File: src/rtl/detect_pkg.sv
// Shared types and constants for the detection counter: BCD digit limits,
// LED stretch FSM states and active-low 7-segment patterns (a..g in bits 0..6).
package detect_pkg;

  localparam int         BCD_W   = 4;
  localparam logic [3:0] BCD_MAX = 4'd9;

  typedef enum logic {
    IDLE = 1'b0,
    HOLD = 1'b1
  } stretch_state_e;

  localparam logic [6:0] SEG_0     = 7'b1000000;
  localparam logic [6:0] SEG_1     = 7'b1111001;
  localparam logic [6:0] SEG_2     = 7'b0100100;
  localparam logic [6:0] SEG_3     = 7'b0110000;
  localparam logic [6:0] SEG_4     = 7'b0011001;
  localparam logic [6:0] SEG_5     = 7'b0010010;
  localparam logic [6:0] SEG_6     = 7'b0000010;
  localparam logic [6:0] SEG_7     = 7'b1111000;
  localparam logic [6:0] SEG_8     = 7'b0000000;
  localparam logic [6:0] SEG_9     = 7'b0010000;
  localparam logic [6:0] SEG_BLANK = 7'b1111111;

  // Decode one BCD digit to active-low segments; non-BCD codes blank the digit.
  function automatic logic [6:0] bcd_to_seg(input logic [3:0] d);
    logic [6:0] s;
    case (d)
      4'd0:    s = SEG_0;
      4'd1:    s = SEG_1;
      4'd2:    s = SEG_2;
      4'd3:    s = SEG_3;
      4'd4:    s = SEG_4;
      4'd5:    s = SEG_5;
      4'd6:    s = SEG_6;
      4'd7:    s = SEG_7;
      4'd8:    s = SEG_8;
      4'd9:    s = SEG_9;
      default: s = SEG_BLANK;
    endcase
    return s;
  endfunction

endpackage

File: src/rtl/detect_counter_bcd_digit.sv
// One decade of the BCD detection counter. carry_out is combinational so a
// whole chain of digits ripples within a single cycle.
module bcd_digit
  import detect_pkg::*;
(
  input  logic             clk,
  input  logic             reset,
  input  logic             clr,
  input  logic             inc,
  output logic             carry_out,
  output logic [BCD_W-1:0] digit
);

  logic [BCD_W-1:0] digit_q;
  logic [BCD_W-1:0] digit_d;

  assign carry_out = inc & (digit_q == BCD_MAX);
  assign digit     = digit_q;

  // Next digit value: clear wins, otherwise count 0..9 and wrap to 0.
  always_comb begin
    digit_d = digit_q;
    if (clr) begin
      digit_d = 4'd0;
    end else if (inc) begin
      if (digit_q == BCD_MAX) begin
        digit_d = 4'd0;
      end else begin
        digit_d = digit_q + 4'd1;
      end
    end else begin
      digit_d = digit_q;
    end
  end

  // Digit register.
  always_ff @(posedge clk or posedge reset) begin
    if (reset) begin
      digit_q <= 4'd0;
    end else begin
      digit_q <= digit_d;
    end
  end

endmodule

File: src/rtl/detect_counter.sv
// Detection counter: rising-edge detect of z, DIGITS-wide BCD count with
// sticky overflow, and a pulse-stretched LED.
// Optional multiplexed 7-segment display when DETECT_COUNTER_SEG_EN is defined.
module detect_counter
  import detect_pkg::*;
#(
  parameter int DIGITS  = 2,
  parameter int STRETCH = 8
) (
  input  logic                  clk,
  input  logic                  reset,
  input  logic                  z,
  input  logic                  clear,
  output logic                  z_rise,
  output logic [4*DIGITS-1:0]   count_bcd,
  output logic                  overflow,
  output logic                  led
`ifdef DETECT_COUNTER_SEG_EN
  ,
  output logic [6:0]            seg,
  output logic [DIGITS-1:0]     an
`endif
);

  localparam int               CNT_W  = $clog2(STRETCH) + 1;
  localparam logic [CNT_W-1:0] RELOAD = CNT_W'(STRETCH - 1);

  logic                 z_d1_q;
  logic                 z_rise_q;
  logic                 overflow_q;
  logic                 overflow_d;
  logic                 rise_s;
  logic [DIGITS:0]      carry_s;
  stretch_state_e       state_q;
  stretch_state_e       state_d;
  logic [CNT_W-1:0]     cnt_q;
  logic [CNT_W-1:0]     cnt_d;

  assign rise_s     = z & ~z_d1_q;
  assign carry_s[0] = rise_s;

  // BCD digit chain; the carry out of the last digit marks a full wrap.
  for (genvar k = 0; k < DIGITS; k++) begin : g_digit
    bcd_digit u_digit (
      .clk       (clk),
      .reset     (reset),
      .clr       (clear),
      .inc       (carry_s[k]),
      .carry_out (carry_s[k+1]),
      .digit     (count_bcd[4*k +: 4])
    );
  end

  // Sticky overflow: cleared by clear, set by a wrap from all nines.
  always_comb begin
    overflow_d = overflow_q;
    if (clear) begin
      overflow_d = 1'b0;
    end else if (carry_s[DIGITS]) begin
      overflow_d = 1'b1;
    end else begin
      overflow_d = overflow_q;
    end
  end

  // Edge-detect history, rise pulse and overflow flag.
  always_ff @(posedge clk or posedge reset) begin
    if (reset) begin
      z_d1_q     <= 1'b0;
      z_rise_q   <= 1'b0;
      overflow_q <= 1'b0;
    end else begin
      z_d1_q     <= z;
      z_rise_q   <= rise_s;
      overflow_q <= overflow_d;
    end
  end

  // Stretch FSM next state: each detection (re)loads the hold counter.
  always_comb begin
    state_d = state_q;
    cnt_d   = cnt_q;
    case (state_q)
      IDLE: begin
        if (rise_s) begin
          state_d = HOLD;
          cnt_d   = RELOAD;
        end else begin
          state_d = IDLE;
        end
      end
      HOLD: begin
        if (rise_s) begin
          cnt_d = RELOAD;
        end else if (cnt_q == {CNT_W{1'b0}}) begin
          state_d = IDLE;
        end else begin
          cnt_d = cnt_q - {{(CNT_W-1){1'b0}}, 1'b1};
        end
      end
      default: begin
        state_d = IDLE;
        cnt_d   = {CNT_W{1'b0}};
      end
    endcase
  end

  // Stretch FSM registers.
  always_ff @(posedge clk or posedge reset) begin
    if (reset) begin
      state_q <= IDLE;
      cnt_q   <= {CNT_W{1'b0}};
    end else begin
      state_q <= state_d;
      cnt_q   <= cnt_d;
    end
  end

  assign z_rise   = z_rise_q;
  assign overflow = overflow_q;
  assign led      = (state_q == HOLD);

`ifdef DETECT_COUNTER_SEG_EN
  localparam int SEL_W = (DIGITS > 1) ? $clog2(DIGITS) : 1;

  logic [15:0]       refresh_q;
  logic [SEL_W-1:0]  sel_s;
  logic [3:0]        digit_sel_s;
  logic [DIGITS-1:0] an_d;
  logic [DIGITS-1:0] an_q;
  logic [6:0]        seg_q;

  if (DIGITS > 1) begin : g_sel_multi
    assign sel_s = refresh_q[15 -: SEL_W];
  end else begin : g_sel_single
    assign sel_s = {SEL_W{1'b0}};
  end

  // Pick the digit addressed by the refresh counter and its anode.
  always_comb begin
    digit_sel_s = 4'hF;
    an_d        = {DIGITS{1'b1}};
    for (int k = 0; k < DIGITS; k++) begin
      if (sel_s == SEL_W'(k)) begin
        digit_sel_s = count_bcd[4*k +: 4];
        an_d[k]     = 1'b0;
      end else begin
        an_d[k]     = 1'b1;
      end
    end
  end

  // Refresh counter and registered display drive; blank after reset.
  always_ff @(posedge clk or posedge reset) begin
    if (reset) begin
      refresh_q <= 16'd0;
      an_q      <= {DIGITS{1'b1}};
      seg_q     <= SEG_BLANK;
    end else begin
      refresh_q <= refresh_q + 16'd1;
      an_q      <= an_d;
      seg_q     <= bcd_to_seg(digit_sel_s);
    end
  end

  assign seg = seg_q;
  assign an  = an_q;
`endif

endmodule
File: config.mk
export PLATFORM = sky130hd
export DESIGN_NAME = detect_counter
export DESIGN_NICKNAME = d
export VERILOG_FILES = /design/src/rtl/detect_pkg.sv /design/src/rtl/detect_counter_bcd_digit.sv /design/src/rtl/detect_counter.sv
export SDC_FILE = /design/constraint.sdc
export NUM_CORES = 1
export LEC_CHECK = 0
export ABC_CLOCK_PERIOD_IN_PS = 2210
export CORE_UTILIZATION = 50
export DETAILED_ROUTE_END_ITERATION = 7
export HOLD_SLACK_MARGIN = 0.08
export MAX_ROUTING_LAYER = met4
export PLACE_DENSITY_LB_ADDON = 0.05
export SLEW_MARGIN = 20
export SYNTH_ARGS = -nofsm -noshare
export SYNTH_HDL_FRONTEND = slang
export SYNTH_HIERARCHICAL = 1
export SYNTH_SLANG_ARGS = --single-unit
File: constraint.sdc
create_clock -name clk -period 2.21 [get_ports clk]
set_clock_uncertainty 0.05 [all_clocks]
set_input_delay 0.221 -clock clk [delete_from_list [all_inputs] [get_ports clk]]
set_output_delay 0.221 -clock clk [all_outputs]
set_load 0.01 [all_outputs]
==> impl_metrics.json <==
{
  "status": "complete, but fails checks",
  "violations": "design-rule violations",
  "slew_headroom_pct": 73.92,
  "synth_top_family_by_area": "simple AND/OR/NAND/NOR gates",
  "place.gp.congestion": 0.8265,
  "grtUsageTotal_pct": 19.78,
  "dr.pass1.iters": 6,
  "yosys-top-cells-area": "dfrtp_1 (46%), ha_1 (8.7%), nand3b_1 (5.2%)",
  "yosysSeqAreaShare_pct": 46.24,
  "cts.sink_count": 16,
  "numCtsBuffers": 3,
  "p_leak_nw": 0.4454,
  "finalCritPeriodShare_pct": 81.70,
  "routedWlPerCell_um": 13.34,
  "min_path_type": "in2async",
  "drive_gt1_share_pct": 12.26,
  "grt_pass1_vias": 625,
  "grt_pass1_wl_um": 2697,
  "rsz0062_at_grt": "no",
  "hpwl_um": 1192,
  "yosys.area_share.simple_pct": 21.53,
  "htreeDepth": 1,
  "via_per_inst": 5.410,
  "setup_tns_ps": 0,
  "cts_buffer_depth": 2,
  "path_cells": "ha_1 > nand3b_1 > nor2_1 > nand2_2 > a211o_1 > a21oi_2",
  "ys_ff_latch": 16,
  "die_area_mm2": 0.001902,
  "synthMuxAreaShare_pct": 3.468,
  "cp_top_family": "simple AND/OR/NAND/NOR gates",
  "grt_max_degree": 14,
  "drc": 3,
  "die_y_um": 43.62,
  "fin_util_pct": 68.30,
  "io-pin-count": 15,
  "antenna_left": 0,
  "rows": 14,
  "critical_path_class": "reg2reg",
  "worstSetupEndpointType": "flop",
  "p_per_area_mw_per_mm2": 738.6,
  "rr_worst_depth": 6,
  "finalCriticalPeriod_ps": 1806,
  "wl_um": 1628,
  "io_buffers": 14,
  "fmax_ghz": 0.5538,
  "via_count": 660,
  "cap_violations": 0,
  "die_w_um": 43.62,
  "path_max_fanout": 7,
  "post_cts_resized": 0,
  "nets": 117,
  "finalHoldViolCount": 0,
  "setup_viol": 0,
  "clock-root-buffer": "clkbuf_4",
  "synth_adder_area_share_pct": 8.671,
  "final-max-slew-violation-count": 0,
  "critical_path.max_stage_delay_ps": 480,
  "peakVddDrop_mv": 0.4009,
  "finalPower_mw": 0.7864,
  "synth-warning-count": 6,
  "path_buf_inv": 0,
  "core_area_mm2": 0.001559,
  "syn-num-nets": 98,
  "syn-cell-area_um2": 865.8,
  "antenna_found_initial": 0,
  "yosysTopAreaCell": "dfrtp_1",
  "reg2reg_slack_ps": 400,
  "final_common_cell": "dfrtp_1",
  "synthToLayoutAreaGrowth_pct": 22.98,
  "worstReg2RegEnd": "g_digit[1].u_digit/digit[2]$_DFFE_PP0P_",
  "cts_hold_buf": 0,
  "tightest_slew_ps": 389.8,
  "synth_top_area_share_pct": 46.24,
  "drt-initial-drc-count": 16,
  "syn_area_per_cell_um2": 9.839,
  "worstPathArrival_ps": 1970,
  "synthXorXnorAreaFrac_pct": 0,
  "critPathSlowestCell": "dfrtp_1",
  "syn_inst": 88,
  "mostFrequentLayoutCells": "dfrtp_1 (16), clkdlybuf4s50_1 (14), inv_1 (10), nor2_1 (9), nand2_1 (9)",
  "clk_pin_slew_ps": 90,
  "gr-total-overflow": 0,
  "initial_core_util_pct": 55.54,
  "insertedDiodeCount": 0,
  "worstSetupStartpointType": "flop",
  "clock_latency_ps": 280,
  "synth_cell_type_count": 20,
  "worstPathRequired_ps": 2380,
  "crit-reg2reg-launch": "g_digit[0].u_digit/digit[0]$_DFFE_PP0P_",
  "cts_tree": "done",
  "synth_compound_area_share_pct": 15.17,
  "postCtsSetupRepairBufs": 0
}
## kinds of logic (layout without fill, tap and decap cells)
kind of cell / after synthesis / after routing
mux: 3 / 3
simple gates: 33 / 33
fa+ha+maj: 6 / 6
flops: 16 / 16
compound gates: 19 / 19
buf+inv: 11 / 29
## synthesized netlist by cell type
| cell type | count |
|---|---|
| nand2_1 | 9 |
| and4b_2 | 2 |
| nand2_2 | 2 |
| ha_1 | 6 |
| dfrtp_1 | 16 |
| nand3_1 | 1 |
| a21oi_1 | 7 |
| nor2b_1 | 2 |
| inv_1 | 10 |
| buf_2 | 1 |
| a211o_1 | 2 |
| nand2b_1 | 1 |
| nor4b_2 | 1 |
| nor2_1 | 9 |
| nand3b_1 | 6 |
| mux2i_1 | 3 |
| o31ai_4 | 1 |
| o21ai_0 | 5 |
| a21oi_2 | 2 |
| a21boi_0 | 2 |
## state kept, by name, indices dropped and copies added, names as in the netlist
signal,cells
led,1
g_digit.u_digit/digit,8
z_rise,1
overflow,1
z_d1_q,1
cnt_q,4
## per-stage QoR
| step | hold slack (ps) | cells | area (um2) | setup WS (ps) |
|---|---|---|---|---|
| global placement | 433.1 | 118 | 1028 | 357.5 |
| detailed placement | 444.2 | 118 | 1028 | 285.3 |
| CTS | 136.6 | 122 | 1065 | 410.5 |
| floorplan | -62.92 | 88 | 865.8 | 611.5 |
| global route | 153.9 | 122 | 1065 | 306.3 |
| finish | 141.0 | 122 | 1065 | 404.4 |
## worst register-to-register path, delay by kind of cell (launching register included)
family	cells	cell delay (ps)
and+or+nand+nor	3	570
DFF	1	480
AOI/OAI and AO/OA	2	400
adders and majority gates	1	230
## layer usage
layer,GRT usage (%),share of wire (%)
met5,-,0
met4,9.375,0.37
met3,3.750,3.1
met2,31.34,46
met1,24.19,51
## power by group
part	switching [mW]	internal, mW
registers	0.0539	0.336
clock network	0.0931	0.100
logic	0.103	0.100
total	0.250	0.537
## worst max-delay path by stage
stage | slack (ps) | end | cells past startpoint | from
2_1_floorplan | 610 | g_digit[1].u_digit/digit[2]$_DFFE_PP0P_ | 7 | g_digit[0].u_digit/digit[1]$_DFFE_PP0P_
3_3_place_gp | 360 | g_digit[1].u_digit/digit[3]$_DFFE_PP0P_ | 7 | z
3_5_place_dp | 290 | g_digit[1].u_digit/digit[2]$_DFFE_PP0P_ | 7 | z
4_1_cts | 410 | g_digit[1].u_digit/digit[2]$_DFFE_PP0P_ | 7 | g_digit[0].u_digit/digit[1]$_DFFE_PP0P_
5_1_grt | 310 | g_digit[1].u_digit/digit[3]$_DFFE_PP0P_ | 7 | g_digit[0].u_digit/digit[1]$_DFFE_PP0P_
6_report | 400 | g_digit[1].u_digit/digit[2]$_DFFE_PP0P_ | 6 | g_digit[0].u_digit/digit[0]$_DFFE_PP0P_
## layout make-up
class	count	area, um2
inverters	10	37.54
repair buffers	15	147.6
clock buffers	4	36.28
well taps	16	20.02
multi-input cells	61	422.9
flip-flops and latches	16	400.4
fillers	141	494.2
No activity file was read; power rests on OpenSTA's default activity.
==> RTL edit, RTL diff (same flow settings) <==
Change the parameter `STRETCH` from 8 to 16.
--- a/src/rtl/detect_counter.sv
+++ b/src/rtl/detect_counter.sv
@@ -6,5 +6,5 @@
 #(
   parameter int DIGITS  = 2,
-  parameter int STRETCH = 8
+  parameter int STRETCH = 16
 ) (
   input  logic                  clk,
Check against the original RTL: not equivalent (Yosys sat finds a counterexample within 10 cycles, from zero or initial values and one cycle with reset high).
==> RTL edit against the original RTL <==
The flow still finishes with violations (DRC); synthesized area up 0.14%; die area increased by 0.14%; total power is 11% lower; sequential cell count increased by 1; clock power decreased by 9%; non-clock buffer count stayed put; setup slack improved by 22 ps; core utilization is the same; wire length is 0.12% higher; final area stayed put; critical path depth grew 1.
==> RTL edit: results (changes against the original RTL) <==
* Status: complete, but fails checks
* Failing checks: DRC
* Fill cells at 138 (-2.1%)
* Async S/R FF share, synth at 1.00 (unchanged)
* Vias in the first global route at 672 (+7.5%)
* Iter 0 DRT Violations at 12 (-4)
* Met3 usage at 0.0417 (+0.00417)
* DRC viols at 1 (-2)
* Detailed Place HPWL at 1220 microns (+2.3%)
* Hold crit path type: in -> async
* Placed cell area at 1030 sq um (+0.61%)
* Peak VDD IR at 0.606 mV (+51%)
* Final WL at 1630 microns (+0.12%)
* Sequential element share of the synthesized area at 0.491 (+0.0282)
* Synth warnings at 6 (unchanged)
* Top cells by instance count after synthesis: 17 x dfrtp_1, 11 x nand2_1, 10 x inv_1
* GRT met2 Usage at 0.313 (unchanged)
* Worst skew pair latency at 300 ps (+20 ps)
* Dpl ws at 229 ps (-56.5 ps)
* First-pass DRT Iterations at 6 (unchanged)
* Number of buffers created by CTS at 3 (unchanged)
* Vias at 695 (+5.3%)
* Mux cell area share after synthesis at 0 (-0.0347)
* Post-Synth XOR/XNOR Area at 0 (unchanged)
* Crit-path max FO at 6 (-1)
* Synth cell types at 23 (+15%)
* Post_cts resized at 0 (unchanged)
* GRT Overall Usage at 0.223 (+0.0251)
* N_diodes at 0 (unchanged)
* First-pass GRT wire length at 2970 microns (+10%)
* Syn nets at 96 (-2.0%)
* H-Tree Depth at 1 (unchanged)
* Met1 usage at 0.295 (+0.0530)
* Mean Syn Cell Area at 9.97 sq um (+1.3%)
* CP arrival at 1960 ps
* Setup Fix Bufs, Post-CTS at 0 (unchanged)
* Crit path launch: g_digit[0].u_digit/digit[1]$_DFFE_PP0P_
* Tightest Pin Transition at 365 ps (-25.0 ps)
* Area contributors post-synth: dfrtp_1 49%, ha_1 7.2%, nand3b_1 5.2%, nand2_1 4.8%, a21oi_1 4.6%
* Deepest clock path buffer count at 2 (unchanged)
* Adder-Cell Fraction of Synth Area at 0.0722 (-0.0146)
* Pleak at 0.450 nW (+0.99%)
* Dominant synthesized flop cell: dfrtp_1
* Final net count at 116 (-0.85%)
* Routability cong. at 0.816 (-1.2%)
* Initial antenna violation count at 0 (unchanged)
* Max reg flops at 8 (unchanged)
* Layout Cells excl Fill at 122 (unchanged)
* Layout cells sized above 1 at 0.142 (+0.0189)
* Post-synthesis compound-gate area fraction at 0.177 (+0.0258)
* Largest net degree at the start of global routing at 12 (-2)
-- RTL edit: cell types whose count changed in the layout (fill, tap and decap cells not counted), sizes merged, moves of 2 or more --
cell,unedited run,this run
nand2,11,13
a31oi,0,2
nor2,9,5
mux2i,3,0
nor2b,2,0
-- RTL edit: logic make-up (layout without fill, tap and decap cells) --
logic type,Yosys count,in the layout
AND/OR/NAND/NOR,31,31
buffers and inverters,10,29
AO/OA/AOI/OAI,24,24
adder cells (fa/ha/maj),5,5
flip-flops,17,17
-- RTL edit: power breakdown --
group,switching (mW),leakage [nW],internal (mW)
clock,0.106,0.0139,0.0690
sequential,0.0404,0.214,0.348
combinational,0.0641,0.222,0.0721
-- RTL edit: area by class of cell --
type	count	area, sq um	area share
timing repair buffer	15	148	0.139
clock inverter	1	7.51	0.00705
inverter	10	37.5	0.0353
multi-input combinational	60	404	0.380
clock buffer	3	22.5	0.0212
tap	16	20.0	0.0188
sequential	17	425	0.400
-- RTL edit: path summary, 6_finish.rpt --
path | endpoint | slack [ps] | depth (start not counted)
worst max-delay path | g_digit[1].u_digit/digit[3]$_DFFE_PP0P_ | 430 | 7
worst min-delay path | g_digit[1].u_digit/digit[1]$_DFFE_PP0P_ | 110 | 2
worst max register to register | g_digit[1].u_digit/digit[3]$_DFFE_PP0P_ | 430 | 7
worst min register to register | overflow$_DFFE_PP0P_ | 460 | 2
max in group asynchronous | cnt_q[1]$_DFFE_PP0P_ | 1670 | 2
min in group clk | z_d1_q$_DFF_PP0_ | 340 | 1
-- RTL edit: worst max-delay path, cell delays in order (launching register included) --
cell and delay, ps:
dfrtp_1 450, inv_1 80, ha_1 180, nand3b_1 130, nor2_1 310, and4b_2 280
o21ai_0 90, a21oi_1 130
-- RTL edit: metal layers --
layer | wire (microns) | vias to the layer above
met5 | 0 | -
met4 | 42 | 0
met3 | 59 | 4
met2 | 729 | 15
met1 | 798 | 330
li1 | - | 346
-- RTL edit: metrics by stage --
| stage | hold WS [ps] | util |
|---|---|---|
| global placement | 426 | 0.664 |
| finish | 115 | 0.683 |
| global route | 137 | 0.683 |
| floorplan | -62.9 | - |
| CTS | 113 | 0.683 |
| detailed placement | 441 | 0.664 |
